==> src/rtl/word_narrower.sv <==
// Narrows 32-bit words into a 16-bit beat stream, sending a single beat
// when the upper half is only a sign extension of the lower half.
module word_narrower #(
    parameter int CNT_W = 16
) (
    input  logic             clk,
    input  logic             rst,
    input  logic             in_valid,
    output logic             in_ready,
    input  logic [31:0]      in_word,
    output logic             out_valid,
    input  logic             out_ready,
    output logic [15:0]      out_half,
    output logic             out_compact,
    output logic             out_last,
    output logic [CNT_W-1:0] word_cnt,
    output logic [CNT_W-1:0] compact_cnt
);

    typedef enum logic [1:0] {
        IDLE,
        SEND_LO,
        SEND_HI
    } state_e;

    state_e           state_q, state_d;
    logic [31:0]      word_q, word_d;
    logic             cmp_q, cmp_d;
    logic [CNT_W-1:0] wcnt_q, wcnt_d;
    logic [CNT_W-1:0] ccnt_q, ccnt_d;
    logic             in_cmp;

    assign in_cmp = (in_word[31:16] == {16{in_word[15]}});

    always_comb begin
        state_d     = state_q;
        word_d      = word_q;
        cmp_d       = cmp_q;
        wcnt_d      = wcnt_q;
        ccnt_d      = ccnt_q;
        in_ready    = 1'b0;
        out_valid   = 1'b0;
        out_half    = 16'h0000;
        out_compact = 1'b0;
        out_last    = 1'b0;
        case (state_q)
            IDLE: begin
                in_ready = 1'b1;
                if (in_valid) begin
                    word_d  = in_word;
                    cmp_d   = in_cmp;
                    state_d = SEND_LO;
                    // Counters stick at all-ones instead of wrapping
                    if (wcnt_q != '1) begin
                        wcnt_d = wcnt_q + 1'b1;
                    end
                    if (in_cmp && (ccnt_q != '1)) begin
                        ccnt_d = ccnt_q + 1'b1;
                    end
                end
            end
            SEND_LO: begin
                out_valid   = 1'b1;
                out_half    = word_q[15:0];
                out_compact = cmp_q;
                out_last    = cmp_q;
                if (out_ready) begin
                    state_d = cmp_q ? IDLE : SEND_HI;
                end
            end
            SEND_HI: begin
                out_valid = 1'b1;
                out_half  = word_q[31:16];
                out_last  = 1'b1;
                if (out_ready) begin
                    state_d = IDLE;
                end
            end
            default: begin
                state_d = IDLE;
            end
        endcase
    end

    always_ff @(posedge clk) begin
        if (rst) begin
            state_q <= IDLE;
            word_q  <= 32'h0;
            cmp_q   <= 1'b0;
            wcnt_q  <= '0;
            ccnt_q  <= '0;
        end else begin
            state_q <= state_d;
            word_q  <= word_d;
            cmp_q   <= cmp_d;
            wcnt_q  <= wcnt_d;
            ccnt_q  <= ccnt_d;
        end
    end

    assign word_cnt    = wcnt_q;
    assign compact_cnt = ccnt_q;

endmodule
==> config.mk <==
export PLATFORM = sky130hd
export DESIGN_NAME = word_narrower
export DESIGN_NICKNAME = d
export VERILOG_FILES = /design/src/rtl/word_narrower.sv
export SDC_FILE = /design/constraint.sdc
export NUM_CORES = 1
export LEC_CHECK = 0
export ABC_AREA = 1
export CORE_UTILIZATION = 45
export DETAILED_ROUTE_END_ITERATION = 16
export PLACE_DENSITY_LB_ADDON = 0.3
export RECOVER_POWER = 100
export SLEW_MARGIN = 30
export SYNTH_ARGS = -nofsm -noshare
export SYNTH_HDL_FRONTEND = slang
export SYNTH_SLANG_ARGS = --single-unit
==> constraint.sdc <==
create_clock -name clk -period 2.2 [get_ports clk]
set_input_delay 0.22 -clock clk [delete_from_list [all_inputs] [get_ports clk]]
set_output_delay 0.22 -clock clk [all_outputs]
set_load 0.01 [all_outputs]
== Word level (Yosys, flattened, before mapping) ==
Cells that the tools add are included.
Operators by class
  mux-type cells: 10
  add/subtract/negate cells: 2
  eq/ne operators: 8
  reductions and logical operators: 7
Operator list (count)
  $add A16 B1 Y16 const B: 2
  $ne A16 B16 Y1 const B: 2
  $pmux W16 S2: 1
  $eq A16 B16 Y1: 1
  $reduce_and A3 Y1: 3
  $mux W2: 4
  $ne A2 B2 Y1 const B: 3
  $pmux W2 S3: 1
  $mux W1: 3
  $eq A2 B1 Y1 const B: 1
  $eq A2 B2 Y1 const B: 1
  $logic_not A2 Y1: 1
  $pmux W1 S2: 1
  $reduce_and A2 Y1: 1
  $reduce_or A2 Y1: 1
  $logic_and A1 B1 Y1: 1
Storage, ports and cells
  flip-flop bits (word level): 67
  input port bits: 36
  output and inout port bits: 52
  word-level logic and storage cells: 32

== Depth between registers and ports, before layout ==
Gate-level depths: netlist (run 1).
  depth after elaboration: 3
  mapped depth: 12
  depth with buffers taken out: 12

== Worst setup path before layout (run 1) ==
Ideal clock, no wire load.
  path type: register -> register
  from: register state_q[0]
  to: register ccnt_q[14], in the netlist compact_cnt[14]
  library setup time: 0.113 ns
  cell stages (with the launch flop): 11
  clock period less this slack: 1.679 ns
  buffers on the path: 1
  setup slack: 0.521 ns
  required time: 2.087 ns
  arrival: 1.566 ns
  cell sequence: dfxtp_1 > inv_1 > ha_1 > nand2_1 > inv_1 > buf_2 > nand2_1 > nor2_1 > nand3_1 > nand2_1 > nor2_1
Between the ends
  longest elaborated chain between the ends: 2
Ends and longest elaborated chain
  start: declaration: RTL line 26  | state_e state_q, state_d;
  start signal: assignment: RTL line 93  | state_q <= state_d;
  $logic_not A2 Y1: RTL line 46  | case (state_q)
  $reduce_and A3 Y1 (no source line)
  end signal: assignment: RTL line 97  | ccnt_q <= ccnt_d;
  end: declaration: RTL line 30  | logic [CNT_W-1:0] ccnt_q, ccnt_d;
No other way between the ends.
A chain may end at the register's enable or synchronous reset.

== Worst setup path in the final report (run 1) ==
  from: register state_q[0]
  to: output out_half[11]
Between the ends
  longest elaborated chain between the ends: 2
  elaborated cells between the ends (all ways): 3
  those cells by class: eq/ne: 2; mux: 1
Ends and longest elaborated chain
  $eq A2 B2 Y1 / $eq A2 B1 Y1 (equally long branches): RTL line 46
  $pmux W16 S2 *: RTL line 46
  end: declaration: RTL line 13  | output logic [15:0] out_half,
Mark *: on every way between the ends. The rest lies on a longest branch, timed or not.

==> impl_metrics.ini, run 1 <==
[outcome]
status = finished clean

[place]
hpwl_mm = 6.829
dp_slack_ns = 0.1546
gp_congestion = 0.8952
io_buffer_count = 87

[detailed_routing]
dr_total_vias = 3805
drt_pass1_iterations = 5
route.detailed.wl_per_inst_um = 12.67
totalWireLength_mm = 9.551
drtIter0Drc = 195
final_antenna_net_count = 0
drc = 0
drt-vias-per-instance = 5.046

[synth]
synthSimpleGateAreaFrac_pct = 37.80
synth_area_um2 = 3615
netlist-cell-type-count = 32
synth_edf_count = 0
ys_warn_count = 0
synthArstFlopShare_pct = 0
yosysSeqAreaShare_pct = 37.11
synth.area.mux_share_pct = 0
synth_top_cell_area_share_pct = 37.11
yosysTopAreaCell = dfxtp_1
synth_fa_ha_area_share_pct = 2.077
syn-num-nets = 605
syn_avg_cell_area_um2 = 6.420
synth_seq_cells = 67
ys.flop_type = dfxtp_1
synth_top_family_by_area = simple AND/OR/NAND/NOR gates
synthTopCellsByArea = dfxtp_1 (37%), nand2_1 (14%), nor2_1 (14%)
synth_compound_area_share_pct = 10.76
synth_cells = 563
synth-xor-area-share_pct = 4.119

[worst_hold_path]
min_from = in_word[30]
min_path_type = in2reg

[power_and_ir_drop]
p_leak_nw = 2.003
seq_power_share_pct = 40.2
combPwrFrac_pct = 31.4
p_sw_share_pct = 35.20
p_clk_share_pct = 28.4
netSwitchingPower_w = 0.001339
p_int_w = 0.002464
power_density_nw_per_um2 = 802.0
peakVddDrop_v = 0.0003876

[cts]
clock_path_buffers = 2
cts_sinks = 67
postCtsSetupBuffers = 0
tritoncts = done
h-tree-depth = 3
cts.clk_slew.worst_paths_ns = 0.07
root_buffer = clkbuf_8
cts_made_buffers = 9
clk_latency_ns = 0.35

[layout]
drive_above_1_share_pct = 5.215
fin_nets = 689
fill_cells = 719
num_antenna_cells = 0
multiInputGateArea_um2 = 1967
syn_to_final_growth_pct = 31.19
seqCellArea_um2 = 1341

[timing]
worstMarginPinSlew_ns = 0.5403
setup_viol = 0
relSlewSlack_pct = 63.88
finalSetupTns_ns = 0
clock_skew_ns = 0.006551
rsz0062_at_grt = false
finalHoldViolations = 0
fmax_mhz = 487.3
fin_hold_ws_ns = 0.4678
drv_slew = 0
period_minus_slack_ns = 2.052
layout_setup_ws_ns = 0.1480
timing.final.crit_share_pct = 93.27

[global_routing]
grt_pass1_wl_mm = 16.35
globalRoute.totalOverflow = 0
grt_start_max_net_pins = 39
antenna_found_initial = 0
grt_pass1_vias = 3599
grt_use_total_pct = 24.24

[job]
maxCapViolCount = 0

[critical_path]
worstSetupPathType = reg2out
slowest_stage = dfxtp_1
critPathLaunch = state_q[0]
r2r-start = compact_cnt[0]
path_max_fanout = 17
worstSetupEndpointType = output pin
crit_path_max_incr_delay_ns = 0.34
cp-start-kind = flip-flop
critPathArrivalTime_ns = 1.83
path_cells = inv_1 -> ha_1 -> clkinv_1 -> buf_4 -> a21oi_1 -> dlygate4sd2_1
cp_data_required_time_ns = 1.98

[floorplanning]
start_util_pct = 46.54
core_um2 = 7767
fp.dieArea_um2 = 8395
die_h_um = 91.63
dieWidth_um = 91.63
ioPinCount = 88
rows = 32
==> synth_stat cells, drive strengths merged, types with 8 or more instances <==
cell / instances
dfxtp: 67
nand2: 137
nor2: 137
nand4: 8
xor2: 10
inv: 48
clkbuf: 14
buf: 8
a21oi: 35
nand3: 32
o21ai: 40
==> power groups by stage <==
stage	combinational, W	sequential (W)	clock (W)
after detailed placement	0.00124	0.00155	0
after CTS	0.00122	0.00153	0.00110
after global placement	0.00122	0.00154	0
final	0.00119	0.00153	0.00108
after global routing	0.00135	0.00155	0.00115
after floorplan	0.000788	0.00154	0
==> per-stage QoR <==
stage / util, % / power [W] / instances / area (µm²)
after floorplan: - / 0.002323 / 563 / 3615
after global placement: 58.75 / 0.002761 / 738 / 4563
after detailed placement: 58.75 / 0.002796 / 738 / 4563
after CTS: 61.21 / 0.003845 / 754 / 4755
after global routing: 61.05 / 0.004053 / 754 / 4742
final: 61.05 / 0.003803 / 754 / 4742
==> routing by layer <==
| layer | routed length, µm | share of wire, % | GRT usage, % |
|---|---|---|---|
| met3 | 547 | 5.7 | 5.224 |
| met5 | 0 | 0 | 0 |
| met2 | 4603 | 48 | 41.10 |
| met4 | 138 | 1.4 | 7.804 |
| met1 | 4261 | 45 | 30.54 |
==> worst max-delay path: cells and delay by family (launching register included) <==
kind / cells / cell delay [ns]
adders and majority gates: 1 / 0.31
DFF: 1 / 0.34
AOI/OAI and AO/OA: 1 / 0.16
buffers and inverters: 4 / 0.66
==> flip-flops by register name, summed over array words and instances (netlist names) <==
signal / flops
cmp_q: 1
compact_cnt: 16
state_q: 2
word_cnt: 16
word_q: 32
==> layout by cell type (no fill, tap or decap), types with 2 or more instances in the layout <==
cell type	instances
nand2_1	135
nor2_1	133
dfxtp_1	67
inv_1	45
o21ai_0	39
a21oi_1	35
clkdlybuf4s50_1	35
dlygate4sd3_1	35
nand3_1	31
dlygate4sd2_1	17
clkbuf_8	12
xor2_1	10
nand4_1	8
buf_4	8
xnor2_1	7
nor3_1	6
ha_1	6
nor2_4	3
clkinv_1	2
inv_2	2
clkinv_2	2
==> cell type report <==
cell class                      instances  area share (%)
Multi-Input combinational cell        425           41.48
Sequential cell                        67           28.29
Timing Repair Buffer                   95           19.18
Inverter                               49           3.879
Clock buffer                           12           3.483
Tap cell                              102           2.691
Clock inverter                          4           1.003
==> cell families (layout without fill, tap and decap cells) <==
family	Yosys count	count (layout)
AOI/OAI and AO/OA	77	77
and+or+nand+nor	325	325
xor gates and xnor gates	17	17
DFF	67	67
adders and majority gates	6	6
buffers and inverters	71	160
==> worst paths after layout <==
path,slack (ns),depth (start not counted),endpoint
worst max-delay path,0.15,6,out_half[11]
worst min-delay path,0.47,3,word_q[30]
worst max register to register,0.20,10,compact_cnt[10]
worst min register to register,0.49,2,word_q[9]
==> what timing repair did <==
| item | 4_1_cts | 5_1_grt |
|---|---|---|
| endpoints found under the setup margin | 17 | 0 |
| gates resized for setup | 17 | 0 |
| hold buffers | 0 | 0 |
Note: power is estimated with default switching activity, not from simulation.
==> run 2: changes to the inputs <==
--- a/config.mk
+++ b/config.mk
@@ -7,6 +7,7 @@
 export LEC_CHECK = 0
 export ABC_AREA = 1
 export CORE_UTILIZATION = 45
+export CTS_CLUSTER_DIAMETER = 30
 export DETAILED_ROUTE_END_ITERATION = 16
 export PLACE_DENSITY_LB_ADDON = 0.3
 export RECOVER_POWER = 100
==> results of run 2 <==
Same layout as run 1: the final DEF is identical, and so are final timing and power.
==> run 3: changes to the inputs <==
==> constraint.sdc (replaced) <==
create_clock -name clk -period 2.2 [get_ports clk]
set_input_delay 0.33 -clock clk [delete_from_list [all_inputs] [get_ports clk]]
set_output_delay 0.33 -clock clk [all_outputs]
set_load 0.01 [all_outputs]
==> impl_metrics.ini, run 3 (synthesis results as in run 1) <==
[outcome]
status = finished clean

[layout]
drive_above_1_share_pct = 5.954
fin_nets = 692
largest_register = word_q
seqCellArea_um2 = 1341
largest_register_ffs = 32
mostFrequentLayoutCells = nand2_1 (135), nor2_1 (133), dfxtp_1 (67), inv_1 (46), o21ai_0 (39)
syn_to_final_growth_pct = 31.26
fill_cells = 742
num_antenna_cells = 0
layout_commonest_cell = nand2_1
multiInputGateArea_um2 = 1974
final_core_util_pct = 61.08

[detailed_routing]
wl_met3_um = 412
final_antenna_net_count = 0
totalWireLength_mm = 9.491
drc = 0
drt-vias-per-instance = 4.950
wl_met1_mm = 4.502
drtIter0Drc = 179
drt_pass1_iterations = 5
route.detailed.wl_per_inst_um = 12.54
dr_wl_met2_mm = 4.451
routed.top_layer = met4
dr_total_vias = 3747

[critical_path]
worstSetupEndpointType = output pin
cp_data_required_time_ns = 1.87
critPathArrivalTime_ns = 1.78
r2r-start = compact_cnt[0]
rrSetupSlack_ns = 0.19
r2r_end = compact_cnt[11]
rr_worst_depth = 10
critPathLaunch = state_q[0]
worstSetupPathType = reg2out
cp-start-kind = flip-flop
path_max_fanout = 17

[worst_hold_path]
whs_path_depth = 2
min_from = word_q[26]
min_path_type = reg2reg
holdPathEnd = word_q[26]

[power_and_ir_drop]
power_density_nw_per_um2 = 802.6
peakVddDrop_v = 0.0004087
p_leak_nw = 1.939

[cts]
clk_latency_ns = 0.35
clock_path_buffers = 2
postCtsSetupBuffers = 0
root_buffer = clkbuf_8
tritoncts = done
h-tree-depth = 3
cts_sinks = 67
cts_made_buffers = 9
cts.clk_slew.worst_paths_ns = 0.07

[timing]
timing.final.crit_share_pct = 95.92
worstMarginPinSlew_ns = 0.5329
fmax_mhz = 473.9
relSlewSlack_pct = 64.37
setup_viol = 0
drv_slew = 0
finalHoldViolations = 0
fin_hold_ws_ns = 0.4876
period_minus_slack_ns = 2.110
clock_skew_ns = 0.009850

[floorplanning]
rows = 32
die_h_um = 91.63
core_um2 = 7767
ioPinCount = 88
start_util_pct = 46.54
dieWidth_um = 91.63
fp.dieArea_um2 = 8395

[global_routing]
grt_pass1_wl_mm = 15.96
globalRoute.totalOverflow = 0
grt_start_max_net_pins = 31
grt_use_total_pct = 23.72
grt_pass1_vias = 3526
antenna_found_initial = 0

[job]
maxCapViolCount = 0

[place]
hpwl_mm = 6.919
io_buffer_count = 87
gp_congestion = 0.8604
[run 3: cell types whose count changed in the layout (fill, tap and decap cells not counted), sizes merged]
cell / change
dlygate4sd3: -1
clkdlybuf4s50: +1
inv: +2
clkbuf: +7
clkinv: +1
clkdlybuf4s15: +8
dlygate4sd2: -15
[run 3: routing by layer]
metal | GRT usage (%) | up-vias
met5 | 0 | -
met4 | 9.127 | 0
met3 | 4.395 | 11
met2 | 37.91 | 84
met1 | 31.62 | 1698
li1 | - | 1954
[run 3: what timing repair did]
| item | CTS | global route |
|---|---|---|
| setup endpoints to repair | 17 | 16 |
| pin swaps | 0 | 0 |
| gates resized for setup | 18 | 25 |
| hold buffers | 0 | 0 |
[run 3: final cells by class]
cell class | instances | share of cell area, %
clock inverters | 7 | 1.635
clock buffers | 9 | 2.611
repair buffers | 98 | 19.30
multi-input cells | 425 | 41.61
flip-flops and latches | 67 | 28.27
inverters | 49 | 3.877
well taps | 102 | 2.690
[run 3: power by group]
group | switching [W] | internal, W
combinational | 0.000772 | 0.000448
clock | 0.000524 | 0.000531
sequential | 0.000115 | 0.00142
total | 0.00141 | 0.00240
[run 3: per-stage QoR]
| step | TNS [ns] | power [W] | instance area, µm² | setup WS (ns) | std cells |
|---|---|---|---|---|---|
| final | 0 | 0.003808 | 4745 | 0.08984 | 757 |
| after global routing | -0.003545 | 0.004045 | 4745 | -0.003545 | 757 |
| after CTS | 0 | 0.003841 | 4782 | 0.01802 | 757 |
| after detailed placement | 0 | 0.002815 | 4598 | 0.1360 | 741 |
| after global placement | 0 | 0.002771 | 4598 | 0.1842 | 741 |
| after floorplan | 0 | 0.002323 | 3615 | 0.4788 | 563 |
[run 3: worst max-delay path by stage]
stage / endpoint / slack, ns / cells after the start
6_report: out_half[13] / 0.09 / 6
5_1_grt: out_half[0] / -0.004 / 6
4_1_cts: out_half[15] / 0.02 / 6
3_5_place_dp: compact_cnt[7] / 0.14 / 9
3_3_place_gp: out_half[15] / 0.18 / 6
2_1_floorplan: out_half[10] / 0.48 / 6
[run 3: critical path: stages (launching register included)]
cell and delay [ns]:
dfxtp_1 0.36, inv_1 0.10, ha_1 0.32, clkinv_1 0.06
buf_4 0.20, a21oi_1 0.14, clkdlybuf4s15_1 0.25
